===== src/rtl/sha_const_fetch_pkg.sv =====
// Shared constants, state encoding and address helpers for the SHA-256 constant fetch block.
// Pure declarations: no latency, no flow control.
package sha_const_fetch_pkg;

  localparam int ADDR_W     = 13;
  localparam int IDX_W      = 6;
  localparam int DATA_W     = 32;
  localparam int LANE_W     = 8;
  localparam int H_BASE     = 0;
  localparam int K_BASE_DEF = 8;
  localparam int H_WORDS    = 8;
  localparam int K_WORDS    = 64;
  localparam int WAIT_DEF   = 4;

  typedef enum logic [2:0] {
    ST_IDLE    = 3'd0,
    ST_SETUP   = 3'd1,
    ST_ACCESS  = 3'd2,
    ST_CAPTURE = 3'd3,
    ST_RESP    = 3'd4
  } state_e;

  // Every K index a 6-bit field can carry is legal; only the H table can overflow.
  function automatic logic idx_in_range(input logic sel, input logic [IDX_W-1:0] idx);
    return sel || (int'(idx) < H_WORDS);
  endfunction

  function automatic logic [ADDR_W-1:0] rom_addr(input logic sel, input logic [IDX_W-1:0] idx,
                                                 input int k_base);
    return sel ? ADDR_W'(k_base + int'(idx)) : ADDR_W'(H_BASE + int'(idx));
  endfunction

endpackage


===== src/rtl/sha_const_fetch_if.sv =====
// Request/response bundle between the round engine (master) and the constant fetcher (slave).
// Valid/ready on both directions; one request in flight.
interface sha_const_fetch_if;
  import sha_const_fetch_pkg::*;

  logic              req_valid;
  logic              req_ready;
  logic              req_sel;
  logic [IDX_W-1:0]  req_idx;
  logic              rsp_valid;
  logic              rsp_ready;
  logic [DATA_W-1:0] rsp_data;
  logic              rsp_err;

  modport master (
    output req_valid, req_sel, req_idx, rsp_ready,
    input  req_ready, rsp_valid, rsp_data, rsp_err
  );

  modport slave (
    input  req_valid, req_sel, req_idx, rsp_ready,
    output req_ready, rsp_valid, rsp_data, rsp_err
  );

endinterface


===== src/rtl/sha_const_fetch_wait_timer.sv =====
// Loadable down-counter; o_done is high while the count sits at zero.
// Load takes effect on the next edge; counting stalls at zero, no backpressure.
module sha_const_fetch_wait_timer #(
  parameter int W = 2
) (
  input  logic         i_clk,
  input  logic         i_rst,
  input  logic         i_load,
  input  logic [W-1:0] i_load_val,
  input  logic         i_en,
  output logic         o_done
);

  logic [W-1:0] r_cnt;

  always_ff @(posedge i_clk) begin
    if (i_rst) begin
      r_cnt <= '0;
    end else if (i_load) begin
      r_cnt <= i_load_val;
    end else if (i_en && (r_cnt != '0)) begin
      r_cnt <= r_cnt - 1'b1;
    end
  end

  assign o_done = (r_cnt == '0);

endmodule


===== src/rtl/sha_const_fetch.sv =====
// Sequences CE/OE/A on four byte-lane constant EEPROMs and returns the assembled word.
// WAIT_CYCLES+3 cycles per word (2 on range error); response held until consumer takes it.
module sha_const_fetch
  import sha_const_fetch_pkg::*;
#(
  parameter int WAIT_CYCLES = WAIT_DEF,
  parameter int K_BASE      = K_BASE_DEF
) (
  input  logic                 i_clk,
  input  logic                 i_rst,
  sha_const_fetch_if.slave     bus,
  output logic [ADDR_W-1:0]    o_a,
  output logic                 o_ce,
  output logic                 o_oe,
  output logic                 o_we,
  input  logic [LANE_W-1:0]    i_io_1,
  input  logic [LANE_W-1:0]    i_io_2,
  input  logic [LANE_W-1:0]    i_io_3,
  input  logic [LANE_W-1:0]    i_io_4
);

  localparam int CNT_W = (WAIT_CYCLES > 1) ? $clog2(WAIT_CYCLES) : 1;

  state_e            r_state;
  state_e            w_next;
  logic [ADDR_W-1:0] r_a;
  logic [DATA_W-1:0] r_data;
  logic              r_err;
  logic              r_rsp_vld;
  logic              w_in_range;
  logic              w_accept;
  logic              w_timer_load;
  logic              w_timer_en;
  logic              w_timer_done;
  logic              w_handshake;

  assign w_in_range  = idx_in_range(bus.req_sel, bus.req_idx);
  assign w_accept    = (r_state == ST_IDLE) && bus.req_valid;
  assign w_handshake = (r_state == ST_RESP) && r_rsp_vld && bus.rsp_ready;
  assign w_timer_en  = (r_state == ST_ACCESS);

  sha_const_fetch_wait_timer #(
    .W (CNT_W)
  ) u_wait_timer (
    .i_clk      (i_clk),
    .i_rst      (i_rst),
    .i_load     (w_timer_load),
    .i_load_val (CNT_W'(WAIT_CYCLES - 1)),
    .i_en       (w_timer_en),
    .o_done     (w_timer_done)
  );

  always_ff @(posedge i_clk) begin
    if (i_rst) begin
      r_state <= ST_IDLE;
    end else begin
      r_state <= w_next;
    end
  end

  always_comb begin
    w_next       = r_state;
    w_timer_load = 1'b0;
    case (r_state)
      ST_IDLE: begin
        if (bus.req_valid) begin
          w_next = w_in_range ? ST_SETUP : ST_RESP;
        end
      end
      ST_SETUP: begin
        w_next       = ST_ACCESS;
        w_timer_load = 1'b1;
      end
      ST_ACCESS: begin
        if (w_timer_done) begin
          w_next = ST_CAPTURE;
        end
      end
      ST_CAPTURE: begin
        w_next = ST_RESP;
      end
      ST_RESP: begin
        if (w_handshake) begin
          w_next = ST_IDLE;
        end
      end
      default: begin
        w_next = ST_IDLE;
      end
    endcase
  end

  // Address is loaded only on accepted in-range requests, so it never moves while CE is low.
  always_ff @(posedge i_clk) begin
    if (i_rst) begin
      r_a       <= '0;
      r_data    <= '0;
      r_err     <= 1'b0;
      r_rsp_vld <= 1'b0;
    end else begin
      if (w_accept) begin
        r_err  <= !w_in_range;
        r_data <= '0;
        if (w_in_range) begin
          r_a <= rom_addr(bus.req_sel, bus.req_idx, K_BASE);
        end
      end
      if ((r_state == ST_ACCESS) && w_timer_done) begin
        r_data <= {i_io_1, i_io_2, i_io_3, i_io_4};
      end
      // Error responses spend one cycle in RESP before raising valid.
      if (r_state == ST_CAPTURE) begin
        r_rsp_vld <= 1'b1;
      end else if ((r_state == ST_RESP) && r_err && !r_rsp_vld) begin
        r_rsp_vld <= 1'b1;
      end else if (w_handshake) begin
        r_rsp_vld <= 1'b0;
      end
    end
  end

  assign bus.req_ready = (r_state == ST_IDLE);
  assign bus.rsp_valid = r_rsp_vld;
  assign bus.rsp_data  = r_data;
  assign bus.rsp_err   = r_err;

  assign o_a  = r_a;
  assign o_ce = (r_state != ST_ACCESS);
  assign o_oe = (r_state != ST_ACCESS);
  assign o_we = 1'b1;

endmodule


===== src/flat_wrapper.sv =====
// flat-port wrapper written by rule: the top's interface ports become plain ports
module sha_const_fetch_flat import sha_const_fetch_pkg::*;
#(
  parameter int WAIT_CYCLES = WAIT_DEF,
  parameter int K_BASE      = K_BASE_DEF
)
  (i_clk, i_rst, o_a, o_ce, o_oe, o_we, i_io_1, i_io_2, i_io_3, i_io_4, bus_req_valid, bus_req_sel, bus_req_idx, bus_rsp_ready, bus_req_ready, bus_rsp_valid, bus_rsp_data, bus_rsp_err);
  sha_const_fetch_if bus_i ();
  input  logic i_clk;
  input  logic i_rst;
  output logic [ADDR_W-1:0] o_a;
  output logic o_ce;
  output logic o_oe;
  output logic o_we;
  input  logic [LANE_W-1:0] i_io_1;
  input  logic [LANE_W-1:0] i_io_2;
  input  logic [LANE_W-1:0] i_io_3;
  input  logic [LANE_W-1:0] i_io_4;
  input wire logic [$bits(bus_i.req_valid)-1:0] bus_req_valid;
  input wire logic [$bits(bus_i.req_sel)-1:0] bus_req_sel;
  input wire logic [$bits(bus_i.req_idx)-1:0] bus_req_idx;
  input wire logic [$bits(bus_i.rsp_ready)-1:0] bus_rsp_ready;
  output wire logic [$bits(bus_i.req_ready)-1:0] bus_req_ready;
  output wire logic [$bits(bus_i.rsp_valid)-1:0] bus_rsp_valid;
  output wire logic [$bits(bus_i.rsp_data)-1:0] bus_rsp_data;
  output wire logic [$bits(bus_i.rsp_err)-1:0] bus_rsp_err;
  assign bus_i.req_valid = bus_req_valid;
  assign bus_i.req_sel = bus_req_sel;
  assign bus_i.req_idx = bus_req_idx;
  assign bus_i.rsp_ready = bus_rsp_ready;
  assign bus_req_ready = bus_i.req_ready;
  assign bus_rsp_valid = bus_i.rsp_valid;
  assign bus_rsp_data = bus_i.rsp_data;
  assign bus_rsp_err = bus_i.rsp_err;
  sha_const_fetch #(.WAIT_CYCLES(WAIT_CYCLES), .K_BASE(K_BASE)) u_core (.i_clk(i_clk), .i_rst(i_rst), .bus(bus_i), .o_a(o_a), .o_ce(o_ce), .o_oe(o_oe), .o_we(o_we), .i_io_1(i_io_1), .i_io_2(i_io_2), .i_io_3(i_io_3), .i_io_4(i_io_4));
endmodule

===== config.mk =====
export PLATFORM = sky130hd
export DESIGN_NAME = sha_const_fetch_flat
export DESIGN_NICKNAME = d
export VERILOG_FILES = /design/src/rtl/sha_const_fetch_pkg.sv /design/src/rtl/sha_const_fetch_if.sv /design/src/rtl/sha_const_fetch_wait_timer.sv /design/src/rtl/sha_const_fetch.sv /design/src/flat_wrapper.sv
export SDC_FILE = /design/constraint.sdc
export NUM_CORES = 1
export LEC_CHECK = 0
export ABC_AREA = 1
export CORE_UTILIZATION = 35
export CTS_BUF_LIST = sky130_fd_sc_hd__clkbuf_4 sky130_fd_sc_hd__clkbuf_8
export DETAILED_ROUTE_END_ITERATION = 7
export HOLD_SLACK_MARGIN = 0.05
export PLACE_DENSITY = 0.77
export SETUP_SLACK_MARGIN = 0.15
export SYNTH_ARGS = -nofsm -noshare
export SYNTH_HDL_FRONTEND = slang
export SYNTH_HIERARCHICAL = 1
export SYNTH_SLANG_ARGS = --single-unit

===== constraint.sdc =====
create_clock -name i_clk -period 1.2 [get_ports i_clk]
set_input_delay 0.24 -clock i_clk [delete_from_list [all_inputs] [get_ports i_clk]]
set_output_delay 0.24 -clock i_clk [all_outputs]
set_load 0.03 [all_outputs]

======== Yosys cells after proc, flatten, opt, wreduce, memory -nomap -nowiden ========
Index checks and enable logic that the tools add are counted.
cells by class
  reductions and logical operators ........ 18
  muxes and demuxes ....................... 14
  add/sub/neg operators ................... 2
  magnitude comparators ................... 1
  equal/unequal tests ..................... 8
operator list
  kind                                                                    number
  32-bit 2-to-1 mux                                                       2
  3-bit one-hot mux with 5 select lines                                   1
  13-bit 2-to-1 mux                                                       1
  3-bit 2-to-1 mux                                                        4
  4-bit by 6-bit adder with 7-bit output (first input constant)           1
  1-bit logical AND                                                       7
  3-bit by 2-bit equality test with 1-bit output (second input constant)  2
  6-bit by 4-bit < comparator with 1-bit output (second input constant)   1
  2-bit nonzero test                                                      3
  1-bit 2-to-1 mux                                                        4
  2-bit 2-to-1 mux                                                        2
  2-bit by 1-bit != test with 1-bit output (second input constant)        2
  3-bit by 1-bit equality test with 1-bit output (second input constant)  1
  3-bit equality test (second input constant)                             1
  3-bit logical NOT                                                       1
  3-bit by 2-bit != test with 1-bit output (second input constant)        1
  3-bit AND reduction                                                     1
  3-bit nonzero test                                                      1
  1-bit logical NOT                                                       2
  2-bit logical NOT                                                       1
  2-bit != test (second input constant)                                   1
  2-bit AND reduction                                                     1
  2-bit by 1-bit subtractor with 2-bit output (second input constant)     1
  1-bit logical OR                                                        1
storage, ports and cells
  output and inout port bits .............. 51
  input port bits ......................... 43
  word-level logic and storage cells ...... 49
  register bits ........................... 52

======== Longest topological paths before layout ========
Gate-level depths: netlist (run 1).
  depth after elaboration ................. 6
  gate-level depth with buffers ........... 9
  depth with buffers taken out ............ 9

======== Modules after synthesis ========
The synthesis (run 1) kept the hierarchy.
modules (own cells, without submodules)
  module                      instances  cells each  sequential area each (um^2)  area each (um^2)
  sha_const_fetch             1          240         880.8                        1,820.5
  sha_const_fetch_wait_timer  1          25          40.0                         140.1

======== Least setup slack after synthesis (run 1) ========
No wires, ideal clock.
  kind .................................... register -> register
  start ................................... reg u_core.r_state[1]
  end ..................................... reg u_core.r_data[0] (netlist: u_core/bus.rsp_data[0])
  data arrival time ....................... 1.294 ns
  buffers on the path ..................... 1
  path slack .............................. -0.230 ns
  clock period less this slack ............ 1.430 ns
  library setup time ...................... 0.136 ns
  cell stages (with the launch flop) ...... 10
  data required time ...................... 1.064 ns
  cell sequence ........................... dfxtp_1 -> inv_1 -> nand2_1 -> nor2_2 -> nand2_1 -> nand2_1 -> inv_2 -> buf_6 -> nand2_1 -> a21oi_2
between the ends
  longest elaborated chain between the ends .. 3
  elaborated cells between the ends (all ways) .. 6
  classes of those cells .................. 1 x eq/ne; 1 x mux; 4 x reduce/logical
ends and longest elaborated chain
  element                              RTL line                RTL
  start: declaration                   sha_const_fetch.sv:24   state_e r_state;
  start signal: assignment             sha_const_fetch.sv:57   r_state <= w_next;
  3-bit logical NOT                    -
  net bus_req_ready                    flat_wrapper.sv:23      output wire logic [$bits(bus_i.req_ready)-1:0] bus_req_ready;
  1-bit logical AND                    sha_const_fetch.sv:38   assign w_accept = (r_state == ST_IDLE) && bus.req_valid;
  2-bit nonzero test (no source line)  -
  end signal: assignment               sha_const_fetch.sv:109  r_data <= {i_io_1, i_io_2, i_io_3, i_io_4};
  end: declaration                     sha_const_fetch.sv:27   logic [DATA_W-1:0] r_data;
The timed path passes the listed nets, and every way through them passes these cells.
A chain may end at the register's enable or synchronous reset.

======== Final worst setup path (run 1) ========
  start ................................... reg u_core.r_state[2]
  end ..................................... out bus_req_ready
between the ends
  longest elaborated chain between the ends .. 1
ends and longest elaborated chain
  element            RTL line                RTL
  3-bit logical NOT  sha_const_fetch.sv:122  assign bus.req_ready = (r_state == ST_IDLE);
  end: declaration   flat_wrapper.sv:23
Every way passes these cells.

==> out/metrics.cfg, run 1 <==
[outcome]
status=finished with violations
violations=negative setup slack

[critical_path]
critPathMaxFanout=2
slowest_stage=dfxtp_2
max_stage_delay_ns=0.35
arrival_ns=1.17
startpoint_type=flip-flop
required_ns=0.96
crit_type=flip-flop to output port
endpoint_kind=output port
path_common_cell=buf_6
crit_chain=buf_6 > inv_4 > nand2_4 > nor2_4 > buf_6 > buf_6

[logic_synthesis]
avgSynthCellArea_um2=7.40
synth_top_family_by_area=simple AND/OR/NAND/NOR gates
synth_cell_type_count=22
syn_inst=265
muxShareOfSynthArea=0
synth.top_cell.area_share=0.470
synthTopCellsByArea=dfxtp_1 47%, nand2_1 18%, a21oi_1 7.1%
synth_seq_area_share=0.470
yosys.area.top_type=dfxtp_1
ys_warn_count=6
ys_seq_elements=46
synth_compound_area_frac=0.124
synth_fa_ha_area_frac=0.0128
synth_xor_xnor_area_share=0.00447
syn-cell-area_um2=1960
synthSimpleGateAreaFrac=0.274

[finish]
fin_cells=453
n_fill_cell=410
fin_nets=427
area_growth_syn_to_layout_pct=81.2
fin_area_um2=3550
drive_gt1_frac=0.473
antenna_cells=0

[clocking]
clk-insertion-delay-late_ns=0.29
hold_buffers=0
cts_sinks=46
cts-root-buf=clkbuf_8
ctsHtreeMaxLevel=2
cts_buffer_depth=2
cts_buffers=5
path_clk_slew_ns=0.09
cts_tree=built

[drt]
routedWlPerCell_um=12.2
ant_nets=0
dr.pass1.iters=4
vias_per_cell=4.56
wl_um=5520
drc=0
drt_iter0_markers=74
vias=2067

[placement]
placedCellCount=432
dpl-instance-area_um2=2910
dp.final_hpwl_um=3540
place.gp.congestion=0.848
preCtsSetupSlack_ns=-0.309
io_buffers=86

[sta]
fin_ws_ns=-0.211
fmax_ghz=0.709
hold_ws_ns=0.467
finalClockSkew_ns=0.00361
fin_crit_ns=1.41
finalCritPeriodShare=1.18
rsz0062_at_grt=yes
hold_viol=0
drv_slew=0
setup_violations=48

[floorplan]
fp.dieH_um=76.8
ios=94
core_um2=5240
initial_core_util=0.374
dieArea_um2=5910
die_w_um=76.8
row_count=26

[global_routing]
antenna_found_initial=0
grt_pass1_wl_um=8470
grt_overflow=0
track_usage=0.178
grt_pass1_vias=1949
grt_max_degree=22

[power_and_ir_drop]
sequentialPowerShare=0.302
p_int_mw=4.05
power_frac_comb=0.521
power.share.clock=0.177
p_sw_mw=2.40
sw_frac_of_total=0.372
leakagePower_nw=1.50
ir_drop_mv=1.13
p_per_area_nw_per_um2=1820
p_total_mw=6.45

[hold_path]
hold_class=flip-flop to flip-flop

[flow_run]
cap_violations=0

-- critical path, delay by kind of cell (launching register included) --
kind / cells / cell delay [ns]
AND/OR/NAND/NOR: 2 / 0.14
buffers and inverters: 4 / 0.41
flip-flops: 1 / 0.35
-- cell usage in the layout, fill, tap and decap left out, drive strengths merged --
master	Yosys	layout
xor2	1	1
dfxtp	46	46
nor2	26	26
a21oi	35	35
buf	15	78
o21a	1	1
nand2	96	96
clkinv	0	1
ha	2	2
clkdlybuf4s50	0	42
nor3b	1	1
bufinv	0	1
clkbuf	3	6
nor3	2	2
conb	2	9
o21ai	7	7
inv	20	21
nand3	8	8
-- power groups by stage --
stage | Sequential [mW] | Combinational, mW | Clock, mW
2_1_floorplan | 2.23 | 1.19 | 0
3_3_place_gp | 1.91 | 2.36 | 0
3_5_place_dp | 1.91 | 2.39 | 0
4_1_cts | 1.90 | 3.00 | 1.18
5_1_grt | 1.98 | 3.58 | 1.25
6_report | 1.95 | 3.36 | 1.14
-- what timing repair did --
item | 4_1_cts | 5_1_grt
pin swaps | 12 | 11
resized for setup | 78 | 79
cloned | 1 | 1
setup endpoints to repair | 64 | 83
setup buffers | 5 | 6
-- sequential cells by signal (all words and copies together) (netlist names) --
name and flops:
u_core/bus.rsp_data 32, u_core/bus.rsp_err 1, u_core/bus.rsp_valid 1, u_core/o_a 7, u_core/r_state 3, u_core/u_wait_timer/r_cnt 2
-- final timing paths --
check | startpoint | end | slack [ns] | cells past startpoint
worst max-delay path | u_core/r_state[2] | bus_req_ready | -0.21 | 6
worst min-delay path | u_core/bus.rsp_data[9] | u_core/bus.rsp_data[9] | 0.47 | 2
worst max register to register | u_core/r_state[1] | u_core/bus.rsp_data[17] | -0.20 | 11
worst min register to register | u_core/bus.rsp_data[9] | u_core/bus.rsp_data[9] | 0.47 | 2
-- kinds of logic (layout without fill, tap and decap cells) --
family | Yosys count | in the layout
AND/OR/NAND/NOR | 133 | 133
buffers and inverters | 38 | 149
flip-flops | 46 | 46
AO/OA/AOI/OAI | 43 | 43
other | 2 | 9
adder cells (fa/ha/maj) | 2 | 2
XOR/XNOR | 1 | 1
-- stage by stage --
stage | utilization | setup TNS [ns]
after global routing | 0.678 | -9.33
after CTS | 0.626 | -5.20
after detailed placement | 0.556 | -8.22
final | 0.678 | -6.15
after floorplan | - | -2.00
after global placement | 0.556 | -6.79
-- routing by layer --
layer / global-route usage / wire [µm]
met3: 0.0333 / 223
met1: 0.195 / 2260
met4: 0.0654 / 89
met5: 0 / 0
met2: 0.334 / 2950
-- cell usage after synthesis (all sizes together) --
library cell  count
nand2            96
nor2             26
ha                2
a21oi            35
inv              20
buf              15
dfxtp            46
conb              2
xor2              1
clkbuf            3
nor3b             1
o21a              1
nand3             8
nor3              2
o21ai             7
-- area by class of cell --
class / instances / area (µm²) / area share
Timing Repair Buffer: 121 / 1290 / 0.363
Sequential cell: 46 / 975 / 0.274
Clock buffer: 5 / 68.8 / 0.0194
Multi-Input combinational cell: 188 / 992 / 0.279
Inverter: 20 / 95.1 / 0.0268
Clock inverter: 3 / 43.8 / 0.0123
Tap cell: 70 / 87.6 / 0.0246
No activity file was read; power rests on OpenSTA's default activity.
==> run 2: changes to the inputs <==
--- a/config.mk
+++ b/config.mk
@@ -6,11 +6,13 @@
 export NUM_CORES = 1
 export LEC_CHECK = 0
 export ABC_AREA = 1
+export CORE_MARGIN = 2
 export CORE_UTILIZATION = 35
 export CTS_BUF_LIST = sky130_fd_sc_hd__clkbuf_4 sky130_fd_sc_hd__clkbuf_8
 export DETAILED_ROUTE_END_ITERATION = 7
+export DONT_BUFFER_PORTS = 1
 export HOLD_SLACK_MARGIN = 0.05
-export PLACE_DENSITY = 0.77
+export PLACE_DENSITY = 0.55
 export SETUP_SLACK_MARGIN = 0.15
 export SYNTH_ARGS = -nofsm -noshare
 export SYNTH_HDL_FRONTEND = slang
==> out/metrics.cfg, run 2 (synthesis gave the netlist of run 1 again) <==
[sta]
fmax_ghz=0.756
finalCritPeriodShare=1.10
drv_slew=0
finalSetupTns_ns=-3.87
fin_ws_ns=-0.124
setup_violations=45
rsz0062_at_grt=yes
fin_crit_ns=1.32
hold_ws_ns=-0.00702
hold_viol=7
finalClockSkew_ns=0.00634

[finish]
fin_nets=331
largest_reg_flops=32
n_fill_cell=556
antenna_cells=0
layout.cells.most_common=nand2_1
area_growth_syn_to_layout_pct=35.4
layout_common_cells=72 x nand2_1, 42 x dfxtp_2, 23 x a21oi_1, 20 x nand2_2, 20 x nor2_1
seq_area_um2=981
drive_gt1_frac=0.470
multi_input_area_um2=1010
fin_area_um2=2650

[clocking]
path_clk_slew_ns=0.09
cts_buffer_depth=2
cts-root-buf=clkbuf_8
clk-insertion-delay-late_ns=0.29
cts_sinks=46
ctsHtreeMaxLevel=2
cts_tree=built
cts_buffers=5

[outcome]
violations=negative hold slack, negative setup slack
status=finished with violations

[drt]
vias=1673
wl_um=4790
ant_nets=0
drt_iter0_markers=56
vias_per_cell=4.66
drc=0
dr.pass1.iters=4
routedWlPerCell_um=13.3

[hold_path]
hold_start=i_rst
hold_class=input pin to flip-flop

[global_routing]
grt_overflow=0
antenna_found_initial=0
grt_pass1_vias=1518
grt_pass1_wl_um=7180
track_usage=0.148
grt_max_degree=38

[critical_path]
path_buf_inv=3
crit_chain=buf_4 > buf_6 > nor2_4 > nand2_2 > nor2_4 > nand2_4 > inv_6 > nand2_2 > nand2_1 > nor2_1
endpoint_kind=flip-flop
reg2reg_from=u_core/r_state[1]
required_ns=1.39
startpoint_type=flip-flop
arrival_ns=1.51
crit_type=flip-flop to flip-flop
critPathTopFamily=simple AND/OR/NAND/NOR gates
cp-startpoint=u_core/r_state[1]
critPathMaxFanout=8
slowest_stage=dfxtp_2
max_stage_delay_ns=0.33

[placement]
dpl-instance-area_um2=2110
place.gp.congestion=0.868
io_buffers=0
dp.final_hpwl_um=3050

[floorplan]
fp.dieH_um=78.8
dieArea_um2=6220
initial_core_util=0.358
die_w_um=78.8
ios=94
core_um2=5470
row_count=27

[power_and_ir_drop]
leakagePower_nw=1.06
p_per_area_nw_per_um2=2300
ir_drop_mv=0.836

[flow_run]
cap_violations=0

[run 2: changes by cell type in the layout (fill, tap and decap cells not counted), sizes merged]
| cell | previous run | this run |
|---|---|---|
| bufinv | 1 | 2 |
| buf | 78 | 24 |
| inv | 21 | 20 |
| clkdlybuf4s50 | 42 | 0 |
| clkinv | 1 | 0 |
| clkbuf | 6 | 7 |
[run 2: final timing paths]
path,to,slack (ns),cells after the start
min reg2reg,u_core/bus.rsp_data[21],0.54,2
max,u_core/o_a[5],-0.12,10
min,u_core/bus.rsp_data[2],-0.007,1
max reg2reg,u_core/o_a[5],-0.12,10
[run 2: metal layers]
metal,vias up,track usage,routed length [µm],part of all wire
met5,-,0,0,0
met1,758,0.174,2060,0.43
li1,855,-,-,-
met3,7,0.0500,340,0.071
met2,53,0.249,2310,0.48
met4,0,0.0586,72,0.015
[run 2: repair_timing]
item | CTS | global route
resized for setup | 95 | 15
buffers inserted | 5 | 1
hold endpoints to repair | 35 | 35
gates cloned | 3 | 1
endpoints found under the setup margin | 88 | 51
pin swaps | 15 | 7
[run 2: area by class of cell]
class                           instances  share of cell area
Multi-Input combinational cell        188               0.381
Sequential cell                        46               0.370
Timing Repair Buffer                   25               0.123
Inverter                               20              0.0387
Tap cell                               72              0.0339
Clock buffer                            6              0.0311
Clock inverter                          2              0.0226
[run 2: metrics by stage]
| stage | cells | util | power (mW) | worst slack, ns |
|---|---|---|---|---|
| finish | 359 | 0.485 | 6.10 | -0.124 |
| CTS | 357 | 0.470 | 6.02 | -0.136 |
| floorplan | 272 | - | 3.41 | -0.0765 |
| global placement | 341 | 0.385 | 3.85 | -0.0115 |
| detailed placement | 341 | 0.385 | 3.85 | -0.0603 |
| global route | 359 | 0.485 | 6.43 | -0.205 |
[run 2: where the power goes]
part | leakage [nW] | switching (mW) | internal [mW]
Clock | 0.0714 | 0.523 | 0.888
Sequential | 0.395 | 0.464 | 1.79
Combinational | 0.590 | 1.27 | 1.16
==> run 3: changes to the inputs <==
--- a/config.mk
+++ b/config.mk
@@ -14,6 +14,7 @@
 export HOLD_SLACK_MARGIN = 0.05
 export PLACE_DENSITY = 0.55
 export SETUP_SLACK_MARGIN = 0.15
+export SLEW_MARGIN = 20
 export SYNTH_ARGS = -nofsm -noshare
 export SYNTH_HDL_FRONTEND = slang
 export SYNTH_HIERARCHICAL = 1
==> results of run 3 <==
No change in the layout: final DEF, timing and power equal those of run 2.
